--- src/rtl/line_block_scheduler_if.sv ---
// Writer/reader handshake bundle of the line block scheduler.
// Revision: 1.0 - initial release
`default_nettype none

interface line_block_scheduler_if #(
  parameter int BLOCK_COUNT    = 2,
  parameter int ADDRESS_NUMBER = 562,
  parameter int MAX_HEIGHT     = 1080,
  parameter int DROP_CNT_BITS  = 16
);
  localparam int PTR_W  = $clog2(BLOCK_COUNT);
  localparam int ROW_W  = $clog2(MAX_HEIGHT);
  localparam int WORD_W = $clog2(ADDRESS_NUMBER + 1);
  localparam int CNT_W  = $clog2(BLOCK_COUNT + 1);

  logic                     frame_start;
  logic                     row_start;
  logic                     row_end;
  logic                     word_valid;
  logic                     wr_enable;
  logic [PTR_W-1:0]         wr_block;
  logic                     rd_valid;
  logic [PTR_W-1:0]         rd_block;
  logic [ROW_W-1:0]         rd_row;
  logic [WORD_W-1:0]        rd_words;
  logic                     rd_done;
  logic [CNT_W-1:0]         free_count;
  logic                     row_dropped;
  logic [DROP_CNT_BITS-1:0] drop_count;
  logic                     overflow;

  modport slave (
    input  frame_start, row_start, row_end, word_valid, rd_done,
    output wr_enable, wr_block, rd_valid, rd_block, rd_row, rd_words,
           free_count, row_dropped, drop_count, overflow
  );

  modport master (
    output frame_start, row_start, row_end, word_valid, rd_done,
    input  wr_enable, wr_block, rd_valid, rd_block, rd_row, rd_words,
           free_count, row_dropped, drop_count, overflow
  );
endinterface

`default_nettype wire

--- src/rtl/line_block_scheduler.sv ---
// line_block_scheduler: assigns video rows to line buffer blocks and queues them to the reader.
// Revision: 1.0 - initial release
`default_nettype none

module line_block_scheduler #(
  parameter int BLOCK_COUNT    = 2,
  parameter int ADDRESS_NUMBER = 562,
  parameter int MAX_HEIGHT     = 1080,
  parameter int DROP_CNT_BITS  = 16
) (
  input  logic                   I_clk,
  input  logic                   I_rst,
  line_block_scheduler_if.slave  bus
);
  localparam int PTR_W  = $clog2(BLOCK_COUNT);
  localparam int ROW_W  = $clog2(MAX_HEIGHT);
  localparam int WORD_W = $clog2(ADDRESS_NUMBER + 1);
  localparam int CNT_W  = $clog2(BLOCK_COUNT + 1);

  localparam logic [PTR_W-1:0]  PTR_LAST  = PTR_W'(BLOCK_COUNT - 1);
  localparam logic [ROW_W-1:0]  ROW_LAST  = ROW_W'(MAX_HEIGHT - 1);
  localparam logic [WORD_W-1:0] WORDS_MAX = WORD_W'(ADDRESS_NUMBER);
  localparam logic [CNT_W-1:0]  BLOCKS    = CNT_W'(BLOCK_COUNT);

  typedef enum logic [1:0] {
    IDLE     = 2'd0,
    WAIT_ROW = 2'd1,
    FILL     = 2'd2,
    SKIP     = 2'd3
  } state_t;

  state_t                   state, state_next;
  logic [PTR_W-1:0]         wr_ptr, rd_ptr;
  logic [CNT_W-1:0]         count, count_next, count_after;
  logic [ROW_W-1:0]         row, row_next, row_inc;
  logic [WORD_W-1:0]        words, words_next, words_eff;
  logic [ROW_W-1:0]         row_mem   [BLOCK_COUNT];
  logic [WORD_W-1:0]        words_mem [BLOCK_COUNT];
  logic [CNT_W-1:0]         free_count;
  logic [DROP_CNT_BITS-1:0] drop_count;
  logic                     row_dropped, overflow;
  logic                     wr_en, pop, end_event, commit, block_free, drop;

  always_comb begin
    state_next  = state;
    row_next    = row;
    words_next  = words;
    drop        = 1'b0;
    wr_en       = (state == FILL) && bus.word_valid && (words < WORDS_MAX);
    words_eff   = words + WORD_W'(wr_en);
    pop         = bus.rd_done && (count != '0);
    end_event   = ((state == FILL) || (state == SKIP)) &&
                  (bus.row_end || bus.row_start) && !bus.frame_start;
    commit      = end_event && (state == FILL) && (words_eff != '0);
    count_after = count + CNT_W'(commit);
    // A release in the same cycle frees a block for the incoming row.
    block_free  = (count_after - CNT_W'(pop)) < BLOCKS;
    row_inc     = (row == ROW_LAST) ? row : row + ROW_W'(1);
    count_next  = count_after - CNT_W'(pop);

    if (bus.frame_start) begin
      row_next   = '0;
      words_next = '0;
      state_next = WAIT_ROW;
    end else begin
      case (state)
        WAIT_ROW: begin
          if (bus.row_start) begin
            if (block_free) begin
              state_next = FILL;
              words_next = '0;
            end else begin
              state_next = SKIP;
              drop       = 1'b1;
            end
          end
        end
        FILL, SKIP: begin
          if (state == FILL) words_next = words_eff;
          if (end_event) begin
            row_next   = row_inc;
            state_next = WAIT_ROW;
            if (bus.row_start) begin
              if (block_free) begin
                state_next = FILL;
                words_next = '0;
              end else begin
                state_next = SKIP;
                drop       = 1'b1;
              end
            end
          end
        end
        default: ;
      endcase
    end
  end

  always_ff @(posedge I_clk) begin
    if (I_rst) begin
      state       <= IDLE;
      wr_ptr      <= '0;
      rd_ptr      <= '0;
      count       <= '0;
      row         <= '0;
      words       <= '0;
      free_count  <= BLOCKS;
      drop_count  <= '0;
      row_dropped <= 1'b0;
      overflow    <= 1'b0;
      for (int i = 0; i < BLOCK_COUNT; i++) begin
        row_mem[i]   <= '0;
        words_mem[i] <= '0;
      end
    end else begin
      state       <= state_next;
      row         <= row_next;
      words       <= words_next;
      count       <= count_next;
      free_count  <= BLOCKS - count_next;
      row_dropped <= drop;
      if (drop && (drop_count != '1)) drop_count <= drop_count + 1'b1;
      if ((state == FILL) && bus.word_valid && (words == WORDS_MAX)) overflow <= 1'b1;
      if (commit) begin
        row_mem[wr_ptr]   <= row;
        words_mem[wr_ptr] <= words_eff;
        wr_ptr            <= (wr_ptr == PTR_LAST) ? '0 : wr_ptr + 1'b1;
      end
      if (pop) rd_ptr <= (rd_ptr == PTR_LAST) ? '0 : rd_ptr + 1'b1;
    end
  end

  assign bus.wr_enable   = wr_en;
  assign bus.wr_block    = wr_ptr;
  assign bus.rd_valid    = (count != '0);
  assign bus.rd_block    = rd_ptr;
  assign bus.rd_row      = row_mem[rd_ptr];
  assign bus.rd_words    = words_mem[rd_ptr];
  assign bus.free_count  = free_count;
  assign bus.row_dropped = row_dropped;
  assign bus.drop_count  = drop_count;
  assign bus.overflow    = overflow;
endmodule

`default_nettype wire
--- src/flat_wrapper.sv ---
// flat-port wrapper written by rule: the top's interface ports become plain ports
module line_block_scheduler_flat 
#(
  parameter int BLOCK_COUNT    = 2,
  parameter int ADDRESS_NUMBER = 562,
  parameter int MAX_HEIGHT     = 1080,
  parameter int DROP_CNT_BITS  = 16
)
  (I_clk, I_rst, bus_frame_start, bus_row_start, bus_row_end, bus_word_valid, bus_rd_done, bus_wr_enable, bus_wr_block, bus_rd_valid, bus_rd_block, bus_rd_row, bus_rd_words, bus_free_count, bus_row_dropped, bus_drop_count, bus_overflow);
  line_block_scheduler_if #(.BLOCK_COUNT(BLOCK_COUNT), .ADDRESS_NUMBER(ADDRESS_NUMBER), .MAX_HEIGHT(MAX_HEIGHT), .DROP_CNT_BITS(DROP_CNT_BITS)) bus_i ();
  input  logic I_clk;
  input  logic I_rst;
  input wire logic [$bits(bus_i.frame_start)-1:0] bus_frame_start;
  input wire logic [$bits(bus_i.row_start)-1:0] bus_row_start;
  input wire logic [$bits(bus_i.row_end)-1:0] bus_row_end;
  input wire logic [$bits(bus_i.word_valid)-1:0] bus_word_valid;
  input wire logic [$bits(bus_i.rd_done)-1:0] bus_rd_done;
  output wire logic [$bits(bus_i.wr_enable)-1:0] bus_wr_enable;
  output wire logic [$bits(bus_i.wr_block)-1:0] bus_wr_block;
  output wire logic [$bits(bus_i.rd_valid)-1:0] bus_rd_valid;
  output wire logic [$bits(bus_i.rd_block)-1:0] bus_rd_block;
  output wire logic [$bits(bus_i.rd_row)-1:0] bus_rd_row;
  output wire logic [$bits(bus_i.rd_words)-1:0] bus_rd_words;
  output wire logic [$bits(bus_i.free_count)-1:0] bus_free_count;
  output wire logic [$bits(bus_i.row_dropped)-1:0] bus_row_dropped;
  output wire logic [$bits(bus_i.drop_count)-1:0] bus_drop_count;
  output wire logic [$bits(bus_i.overflow)-1:0] bus_overflow;
  assign bus_i.frame_start = bus_frame_start;
  assign bus_i.row_start = bus_row_start;
  assign bus_i.row_end = bus_row_end;
  assign bus_i.word_valid = bus_word_valid;
  assign bus_i.rd_done = bus_rd_done;
  assign bus_wr_enable = bus_i.wr_enable;
  assign bus_wr_block = bus_i.wr_block;
  assign bus_rd_valid = bus_i.rd_valid;
  assign bus_rd_block = bus_i.rd_block;
  assign bus_rd_row = bus_i.rd_row;
  assign bus_rd_words = bus_i.rd_words;
  assign bus_free_count = bus_i.free_count;
  assign bus_row_dropped = bus_i.row_dropped;
  assign bus_drop_count = bus_i.drop_count;
  assign bus_overflow = bus_i.overflow;
  line_block_scheduler #(.BLOCK_COUNT(BLOCK_COUNT), .ADDRESS_NUMBER(ADDRESS_NUMBER), .MAX_HEIGHT(MAX_HEIGHT), .DROP_CNT_BITS(DROP_CNT_BITS)) u_core (.I_clk(I_clk), .I_rst(I_rst), .bus(bus_i));
endmodule
--- config.mk ---
export PLATFORM = sky130hd
export DESIGN_NAME = line_block_scheduler_flat
export DESIGN_NICKNAME = d
export VERILOG_FILES = /design/src/rtl/line_block_scheduler_if.sv /design/src/rtl/line_block_scheduler.sv /design/src/flat_wrapper.sv
export SDC_FILE = /design/constraint.sdc
export NUM_CORES = 1
export LEC_CHECK = 0
export ABC_AREA = 1
export CORE_ASPECT_RATIO = 2
export CORE_UTILIZATION = 56
export CTS_CLUSTER_SIZE = 24
export DETAILED_ROUTE_END_ITERATION = 7
export GPL_ROUTABILITY_DRIVEN = 0
export GPL_TIMING_DRIVEN = 0
export PLACE_DENSITY = 0.8
export SLEW_MARGIN = 0
export SYNTH_ARGS = -nofsm -noshare
export SYNTH_HDL_FRONTEND = slang
export SYNTH_SLANG_ARGS = --single-unit
--- constraint.sdc ---
create_clock -name I_clk -period 4.3 [get_ports I_clk]
set_clock_uncertainty 0.2 [all_clocks]
set_input_delay 0.43 -clock I_clk [delete_from_list [all_inputs] [get_ports I_clk]]
set_output_delay 0.43 -clock I_clk [all_outputs]
set_load 0.02 [all_outputs]
==> results.ini <==
[global_routing]
grt_pass1_vias = 3670
grt_max_degree = 22
grt.total_usage_pct = 26.10
grt_overflow = 0
grt_pass1_wl_mm = 16.36
antenna_found_initial = 0

[timing]
report.final.slew_viol_count = 0
setup_slack_ps = 333.9
rsz0062_at_grt = false
tightest_slew_ps = 906.9
setup_viol = 0
timing.final.hold_violations = 0
post-route-period-util_pct = 92.24
fin_crit_ps = 3966
fmax_mhz = 252.1
slew-limit-headroom_pct = 39.39

[clock_network]
numCtsBuffers = 9
cts.sinks = 89
clk_pin_slew_worst_paths_ps = 60
max-clock-path-buffers = 2
cts_root_buf = clkbuf_16
htree_num_levels = 3
cts_setup_buffers = 0
cts_hold_buf = 0
clock_latency_ps = 340
cts_resized = 2
cts_tree = built

[detailed_routing]
drtPass1Iterations = 7
route.top_layer_used = met4
routed_wl_mm = 9.966
wl_per_cell_microns = 14.53
wl_met3_microns = 396
dr_wl_met2_mm = 5.530
drc_errors = 0
drt-initial-drc-count = 167
viasPerCell = 5.436
met1Wirelength_mm = 3.547
postRouteAntennaNets = 0
vias = 3729

[critical_path]
critPathLaunchType = flip-flop
arrival_ps = 3990
crit_path_end_kind = flip-flop
r2r-end = u_core.bus.drop_count[2]
rr_startpoint = u_core.state[1]
worstSetupEndpoint = u_core.bus.drop_count[2]
r2r_slack_ps = 330
critPathLaunch = u_core.state[1]
path_max_fanout = 10
rr_worst_depth = 25
worstPathRequired_ps = 4330
worstSetupPathType = reg2reg

[synthesis]
yosysWarnings = 0
syn_area_per_cell_sq_um = 8.373
synth_area_sq_mm = 0.004404
synth_area_leader_cell = edfxtp_1
ys_types = 35
ys_ff_latch = 89
synthesis.nets = 539
postSynthCellCount = 526
ys_top_cells_by_area = edfxtp_1, dfxtp_1, nand2_1
yosysTopAreaCellShare_pct = 28.64
ys_seq_area_share_pct = 50.00

[power_and_ir_drop]
power.density_mw_per_mm2 = 355.8
ir_worst_vdd_mv = 0.2568
p_total_w = 0.001905
p_leak_nw = 1.884

[floorplan]
core_area_sq_mm = 0.007601
ios = 52
die_height_microns = 127.4
die_area_sq_mm = 0.008245
rows = 45
initial_core_util_pct = 57.94
die_x_microns = 64.71

[outcome]
outcome = finished, final reports clean

[run]
cap_violations = 0

[cells_and_area]
drive_above_1_share_pct = 11.99
fill_cells = 621
num_antenna_cells = 0
syn_to_final_growth_pct = 21.59
finalNetCount = 600

[placed_design]
preCtsSetupSlack_ps = -265.9
io_buffers = 50
dp_hpwl_mm = 7.536

[worst_hold_path]
worstHoldStart = I_rst
hold_class = in2reg

[worst max-delay path, stage by stage (launching register included)]
cell	delay, ps
dfxtp_1	390
inv_1	100
nor2_2	190
nand2_1	120
nor3_2	240
ha_2	260
ha_2	230
nand3_2	110
nor2_2	150
nand2_1	80
nand2_2	100
nand2_1	70
nor2_2	110
nand3_2	140
nand2_1	140
inv_1	60
ha_1	210
inv_1	70
nand2_1	50
nand2_1	80
nand2_1	110
nor2_4	210
clkbuf_4	250
nand3_1	80
nand2_1	70
nor2_1	50
[kinds of logic (layout without fill, tap and decap cells)]
| logic type | count (synthesis) | after routing | share of synthesized area, % |
|---|---|---|---|
| AO/OA/AOI/OAI | 57 | 57 | 6.790 |
| flip-flops | 89 | 89 | 50.00 |
| AND/OR/NAND/NOR | 267 | 267 | 26.48 |
| adder cells (fa/ha/maj) | 6 | 6 | 1.705 |
| multiplexers | 21 | 21 | 5.369 |
| buffers and inverters | 73 | 139 | 7.074 |
| XOR/XNOR | 13 | 13 | 2.585 |
[cell type report]
type,count,area [sq um],area share [%]
multi-input cells,364,1927,35.98
repair buffers,50,500.5,9.346
flip-flops and latches,89,2202,41.12
inverters,58,219.0,4.089
well taps,94,117.6,2.196
plain buffers,15,98.84,1.846
clock buffers,11,232.7,4.346
clock inverters,5,57.56,1.075
[stage by stage]
step	area, sq um	setup TNS [ps]	cells	utilization (%)	hold WS, ps
floorplan	4404	0	526	-	254.0
global placement	5022	-1879	670	66.07	263.9
detailed placement	5022	-3145	670	66.07	273.8
CTS	5316	0	686	69.94	271.6
global route	5355	0	686	70.45	294.3
finish	5355	0	686	70.45	275.5
[registers in the layout, summed over array words and instances, names as in the netlist, named ones only]
name	cells
u_core.bus.drop_count	16
u_core.bus.free_count	2
u_core.row_mem	22
u_core.bus.row_dropped	1
u_core.row	11
u_core.bus.rd_block	1
u_core.count	1
u_core.words	10
u_core.bus.wr_block	1
u_core.bus.overflow	1
u_core.words_mem	20
u_core.state	2
[synthesized netlist by cell type, drive strengths merged]
cell type and count:
a211oi 1, a21oi 34, a31oi 2, and2 1
buf 8, clkbuf 7, clkinv 1, dfxtp 47
edfxtp 42, ha 6, inv 57, mux2 21
nand2 113, nand3 35, nand3b 2, nand4 8
nor2 93, nor3 12, nor3b 2, nor4 1
o211ai 1, o21ai 16, o21bai 2, o22ai 1
xnor2 6, xor2 7
[power breakdown]
group          switching [W]  leakage, nW  internal (W)  total (W)
registers          0.0000132        0.805      0.000911   0.000924
logic               0.000128        0.948     0.0000959   0.000224
clock network       0.000308        0.132      0.000449   0.000757
[metal layers]
metal / vias to the layer above / GRT usage (%)
met2: 136 / 48.28
met3: 40 / 5.357
met1: 1701 / 24.61
met4: 0 / 17.65
met5: - / 0
li1: 1852 / -
[layout by cell type (no fill, tap or decap), types with 3 or more instances in the layout]
| cell type | n |
|---|---|
| xor2_1 | 7 |
| mux2_2 | 21 |
| nor3_1 | 11 |
| inv_1 | 55 |
| dfxtp_1 | 47 |
| nand2_2 | 3 |
| edfxtp_1 | 42 |
| nor2_2 | 11 |
| nor2_1 | 80 |
| clkbuf_16 | 9 |
| nand3_2 | 4 |
| ha_1 | 4 |
| clkdlybuf4s50_1 | 50 |
| a21oi_1 | 34 |
| buf_6 | 4 |
| nand3_1 | 31 |
| nand2_1 | 110 |
| clkbuf_1 | 9 |
| xnor2_1 | 6 |
| nand4_1 | 7 |
| clkinvlp_4 | 3 |
| o21ai_0 | 15 |
[how the worst min path moves through the flow]
| stage | endpoint | slack, ps | depth (start not counted) |
|---|---|---|---|
| 6_report | u_core.bus.drop_count[5] | 280 | 2 |
| 5_1_grt | u_core.bus.drop_count[4] | 290 | 2 |
| 4_1_cts | u_core.bus.drop_count[4] | 270 | 2 |
| 3_5_place_dp | u_core.bus.rd_block | 270 | 1 |
| 3_3_place_gp | u_core.bus.rd_block | 260 | 1 |
| 2_1_floorplan | u_core.row[5] | 250 | 2 |
(Power assumes the default switching activity.)
